==> src/rtl/pipelined_add_const.sv <==
// Adds a constant to every beat in a valid/ready pipeline of STAGES registers.
// Stage 1 holds the sum. Later stages only delay it. Overflow beats are counted.
module pipelined_add_const #(
  parameter int unsigned     WIDTH    = 16,
  parameter longint unsigned ADDEND   = 1,
  parameter int unsigned     STAGES   = 2,
  parameter bit              SATURATE = 1'b0
) (
  input  logic             clock,
  input  logic             reset,
  input  logic             io_in_valid,
  output logic             io_in_ready,
  input  logic [WIDTH-1:0] io_in_bits,
  output logic             io_out_valid,
  input  logic             io_out_ready,
  output logic [WIDTH-1:0] io_out_bits,
  output logic             io_out_overflow,
  output logic [7:0]       io_ovf_count
);

  localparam logic [WIDTH-1:0] ADDEND_W = WIDTH'(ADDEND);

  logic [WIDTH:0]     w_sum;
  logic [WIDTH-1:0]   w_sum_data;
  logic               w_sum_ovf;

  logic [STAGES-1:0]  r_valid;
  logic [STAGES-1:0]  r_ovf;
  logic [WIDTH-1:0]   r_data [STAGES];
  logic [7:0]         r_ovf_count;

  logic [STAGES-1:0]  w_adv;
  logic [STAGES:0]    w_src_valid;
  logic [STAGES:0]    w_src_ovf;
  logic [WIDTH-1:0]   w_src_data [STAGES+1];

  assign w_sum      = {1'b0, io_in_bits} + {1'b0, ADDEND_W};
  assign w_sum_ovf  = w_sum[WIDTH];
  assign w_sum_data = (SATURATE && w_sum_ovf) ? {WIDTH{1'b1}} : w_sum[WIDTH-1:0];

  // Source index 0 is the input port; index k+1 is the output of stage k.
  assign w_src_valid   = {r_valid, io_in_valid};
  assign w_src_ovf     = {r_ovf, w_sum_ovf};
  assign w_src_data[0] = w_sum_data;

  // A stage moves when any stage at or beyond it is empty, or the sink takes a beat.
  for (genvar g = 0; g < STAGES; g++) begin : g_stage
    assign w_src_data[g+1] = r_data[g];
    assign w_adv[g]        = io_out_ready || !(&r_valid[STAGES-1:g]);
  end

  always_ff @(posedge clock) begin
    if (reset) begin
      r_valid <= '0;
    end else begin
      for (int k = 0; k < STAGES; k++) begin
        if (w_adv[k]) r_valid[k] <= w_src_valid[k];
      end
    end
  end

  // Data and overflow bits are not reset; only the valid bits qualify them.
  always_ff @(posedge clock) begin
    for (int k = 0; k < STAGES; k++) begin
      if (w_adv[k]) begin
        r_data[k] <= w_src_data[k];
        r_ovf[k]  <= w_src_ovf[k];
      end
    end
  end

  always_ff @(posedge clock) begin
    if (reset) begin
      r_ovf_count <= 8'd0;
    end else if (io_out_valid && io_out_ready && io_out_overflow && (r_ovf_count != 8'hFF)) begin
      r_ovf_count <= r_ovf_count + 8'd1;
    end
  end

  assign io_in_ready     = w_adv[0];
  assign io_out_valid    = r_valid[STAGES-1];
  assign io_out_bits     = r_data[STAGES-1];
  assign io_out_overflow = r_ovf[STAGES-1];
  assign io_ovf_count    = r_ovf_count;

endmodule

==> config.mk <==
export PLATFORM = sky130hd
export DESIGN_NAME = pipelined_add_const
export DESIGN_NICKNAME = d
export VERILOG_FILES = /design/src/rtl/pipelined_add_const.sv
export SDC_FILE = /design/constraint.sdc
export NUM_CORES = 1
export LEC_CHECK = 0
export ABC_CLOCK_PERIOD_IN_PS = 1920
export BUFFER_PORTS_ARGS = -buffer_cell sky130_fd_sc_hd__clkbuf_2
export CAP_MARGIN = 15
export CORE_ASPECT_RATIO = 1.4
export CORE_UTILIZATION = 50
export DETAILED_ROUTE_END_ITERATION = 8
export PLACE_DENSITY = 0.86
export SETUP_SLACK_MARGIN = 0.15
export SYNTH_ARGS = -nofsm -noshare
export SYNTH_HDL_FRONTEND = slang
export SYNTH_SLANG_ARGS = --single-unit
==> constraint.sdc <==
create_clock -name clock -period 1.92 [get_ports clock]
set_input_delay 0.096 -clock clock [delete_from_list [all_inputs] [get_ports clock]]
set_output_delay 0.096 -clock clock [all_outputs]
set_load 0.05 [all_outputs]
---- Word level (Yosys, flattened, before mapping) ----
Memory sizes are Yosys's and may differ from the RTL's.
Cells that the tools add are included.
cells by class
  $add $sub $neg .......................... 2
  eq/ne operators ......................... 1
  multiplexer cells ....................... 4
  reduce and logical (&&, ||, !) cells .... 8
operators by type and width
  cell                     count
  $add A16 B1 Y17 const B  1
  $add A8 B1 Y8 const B    1
  $ne A8 B8 Y1 const B     1
  $mux W1                  4
  $logic_and A1 B1 Y1      3
  $logic_not A1 Y1         2
  $logic_or A1 B1 Y1       2
  $reduce_and A2 Y1        1
storage, ports and cells
  bits in registers ....................... 12
  memory bits (writable) .................. 32
  logic and storage cells ................. 21
  memories ................................ 1
memory list
  name    depth  bits a word  read ports  clocked after memory_dff  write ports  RTL line  source
  r_data  2      16           2           0                         2            29        logic [WIDTH-1:0] r_data [STAGES];

---- Longest topological paths before layout ----
  depth in word-level cells ............... 5
  mapped depth ............................ 6
  mapped depth without buffers ............ 5

---- Worst setup path before layout ----
Ideal clock, no wire load.
  kind .................................... reg2reg
  start point ............................. register r_valid[1]
  end point ............................... memory r_data[0][0] (enable)
  data arrival time ....................... 1.533 ns
  required time ........................... 1.437 ns
  path slack .............................. -0.096 ns
  stages on the path, launching flop included .. 3
  path buffers ............................ 0
  period minus slack after synthesis ...... 2.016 ns
  cells stage by stage .................... dfxtp_1 > nor2b_1 > nand2_1
RTL lines
  what                             RTL line  source
  start, declared                  27        logic [STAGES-1:0] r_valid;
  start signal, assigned by index  57        if (w_adv[k]) r_valid[k] <= w_src_valid[k];
  end, declared                    29

---- Final worst setup path ----
  start point ............................. register r_valid[1]
  end point ............................... output port io_in_ready
on the way
  longest elaborated chain between the ends .. 3
ends and longest elaborated chain
  what                RTL line  source
  $reduce_and A2 Y1   49        assign w_adv[g] = io_out_ready || !(&r_valid[STAGES-1:g]);
  $logic_not A1 Y1    49
  $logic_or A1 B1 Y1  49
  end, declared       12        output logic io_in_ready,
No other way between the ends.

==> results.toml <==
[status]
status = "completed"

[yosys]
ys.flop_type = "edfxtp_1"
synth-seq-cells = 44
synthDistinctLibCells = 29
synth_common_cells = "edfxtp_1, buf_4, nand3_1, nor2_1, xnor2_1"
yosysTopAreaCellShare_pct = 53.5
netlist_instances = 145
syn-cell-area_mm2 = 0.00191
ys_seq_area_share_pct = 64.0
synth_edf_count = 34
async_reset_ff_share_pct = 0
ys_warn_count = 0
syn-num-nets = 167
synth_area_leaders = "edfxtp_1, dfxtp_1, buf_4"
synth_most_common_cell = "edfxtp_1"
synth_area_per_cell_um2 = 13.2
yosysTopAreaCell = "edfxtp_1"

[worst_setup_path]
critPathRequiredTime_ps = 1820
reg2reg_slack_ps = 410
end_kind = "primary output"
rr_startpoint = "io_ovf_count[0]$_SDFFE_PP0P_"
crit_type = "reg -> out"
cp_cell_sequence = "nor2b_1 > nand2_4 > clkbuf_2"
start_kind = "flip-flop"
rr_endpoint = "io_ovf_count[1]$_SDFFE_PP0P_"
critPathArrivalTime_ps = 1540
cp_max_fo = 18
crit_path_max_incr_delay_ps = 370
r2r_cells = 5
crit_family = "simple AND/OR/NAND/NOR gates"
crit_buf_inv = 1
crit_slowest_cell = "dfxtp_1"

[layout]
fillers = 314
drive_gt1_share_pct = 34.3
instances_no_fill = 223
area_growth_syn_to_layout_pct = 13.0
register_area_mm2 = 0.00122
antenna_cells = 0
nNetsFinal = 202
multi_input_area_um2 = 553

[route]
first_iter_violations = 28
dr.pass1.iters = 4
antenna_left = 0
drcViolationCount = 0
viasPerCell = 5.20
post_drt_wl_per_cell_um = 12.0
wl_um = 2680
vias = 1159

[worst_hold_path]
hold_end = "r_valid[0]$_SDFFE_PP0P_"
hp-class = "in -> reg"
hold_path.startpoint = "io_in_valid"
hold_depth = 3

[cts]
cts.path.max_buffers = 2
clk_latency_ps = 290
htree_levels = 2
clk_pin_slew_ps = 70
cts_tree = "built"
cts_sinks = 44
cts_buffers = 5
clockRootBuffer = "clkbuf_8"

[global_route]
grt_max_degree = 19
track_usage_pct = 15.0
grt.overflow.total = 0
antenna_found_initial = 0
grt_pass1_wl_um = 4240
grt_pass1_vias = 1029

[die]
ioPinCount = 47
die_y_um = 75.1
fp.dieW_um = 54.2
row_count = 26
die-area_mm2 = 0.00407
core-area_mm2 = 0.00364
start_util_pct = 52.4

[placement]
place_worst_setup_slack_ps = 415
dp.cells = 215
port_buffers = 46
gp_congestion = 0.646
post-dp-hpwl_um = 2100

[timing]
timing.final.crit_share_pct = 85.3
finalSetupTns_ps = 0
skew_ps = 4.78
fmax_ghz = 0.611
worst_pin_slew_ps = 607
grt_setup_unrepaired = "no"
setup_viol = 0
maxSlewHeadroom_pct = 59.5
hold_viol_final = 0
slew_violations = 0
setup_ws_ps = 282
period_needed_ps = 1640

[power_and_ir_drop]
ir_drop_mv = 0.652
leakage_uw = 0.000879
p_per_area_mw_per_mm2 = 866

[job]
cap_violations = 0
## metrics by stage
step / hold slack [ps] / area (µm²) / utilization, % / total power [µW]
4_1_cts: 7.20 / 2150 / 59.1 / 1890
3_5_place_dp: 313 / 2060 / 56.6 / 1340
5_1_grt: 53.5 / 2160 / 59.2 / 1950
6_report: 19.6 / 2160 / 59.2 / 1870
3_3_place_gp: 310 / 2060 / 56.6 / 1340
2_1_floorplan: 213 / 1910 / - / 1310
## how the worst max path moves through the flow
| stage | startpoint | to | slack, ps | cells past startpoint |
|---|---|---|---|---|
| CTS | r_valid[1]$_SDFFE_PP0P_ | io_in_ready | 200 | 3 |
| global route | r_valid[1]$_SDFFE_PP0P_ | io_in_ready | 180 | 3 |
| floorplan | io_ovf_count[0]$_SDFFE_PP0P_ | io_ovf_count[6]$_SDFFE_PP0P_ | 170 | 6 |
| finish | r_valid[1]$_SDFFE_PP0P_ | io_in_ready | 280 | 3 |
| detailed placement | io_ovf_count[0]$_SDFFE_PP0P_ | io_ovf_count[6]$_SDFFE_PP0P_ | 410 | 5 |
| global placement | io_ovf_count[0]$_SDFFE_PP0P_ | io_ovf_count[1]$_SDFFE_PP0P_ | 490 | 5 |
## layer usage
layer  up-vias  wire length [µm]  share of wire [%]  track usage (%)
li1        573                 -                  -                -
met1       529              1040                 39             14.9
met2        51              1390                 52             26.8
met3         6               201                7.5             5.25
met4         0                51                1.9             6.84
met5         -                 0                  0                0
## timing repair
| action | in CTS | in global routing |
|---|---|---|
| buffers inserted | 0 | 0 |
| hold buffers | 0 | 0 |
| endpoints found under the setup margin | 0 | 1 |
| gates resized for setup | 0 | 1 |
## where the power goes
part	internal, µW	total [µW]	switching, µW
combinational	51.0	214	163
clock	258	551	293
sequential	1090	1100	17.3
## final cells by class
| type | instances | share of cell area [%] |
|---|---|---|
| multi-input combinational | 80 | 25.6 |
| timing repair buffer | 46 | 10.7 |
| sequential | 44 | 56.6 |
| tap | 42 | 2.44 |
| clock inverter | 2 | 0.754 |
| clock buffer | 6 | 3.36 |
| inverter | 3 | 0.522 |
## sequential cells by signal, summed over array words and instances, names as in the netlist
register      count
r_valid           2
io_ovf_count      8
r_ovf             2
r_data           32
## cell usage in the layout (no fill, tap or decap), drive strengths merged
cell | synthesis | routed
xnor2 | 11 | 11
a21oi | 3 | 3
a211oi | 2 | 2
clkinvlp | 0 | 1
mux2i | 2 | 2
inv | 3 | 3
xor2 | 5 | 5
nor2b | 1 | 1
clkinv | 0 | 1
nand4 | 3 | 3
nand2 | 8 | 8
a31oi | 3 | 3
a311oi | 1 | 1
ha | 2 | 2
and3 | 4 | 4
edfxtp | 34 | 34
nor3 | 4 | 4
and4 | 1 | 1
nor2 | 13 | 13
dfxtp | 10 | 10
clkbuf | 1 | 52
nand3 | 15 | 15
nor3b | 1 | 1
o21bai | 1 | 1
## cells by family (layout without fill, tap and decap cells)
kind of cell,after synthesis,after routing,synth area share [%]
AO/OA/AOI/OAI,10,10,3.87
XOR/XNOR,16,16,7.34
adder cells (fa/ha/maj),2,2,1.31
buffers and inverters,21,57,7.47
flip-flops,44,44,64.0
multiplexers,2,2,1.05
AND/OR/NAND/NOR,50,50,15.0
## tightest hold or removal path, delay by kind of cell
kind / cells / cell delay (ps)
compound gates: 1 / 40
simple gates: 1 / 60
buf+inv: 1 / 80
(Power assumes the default switching activity.)
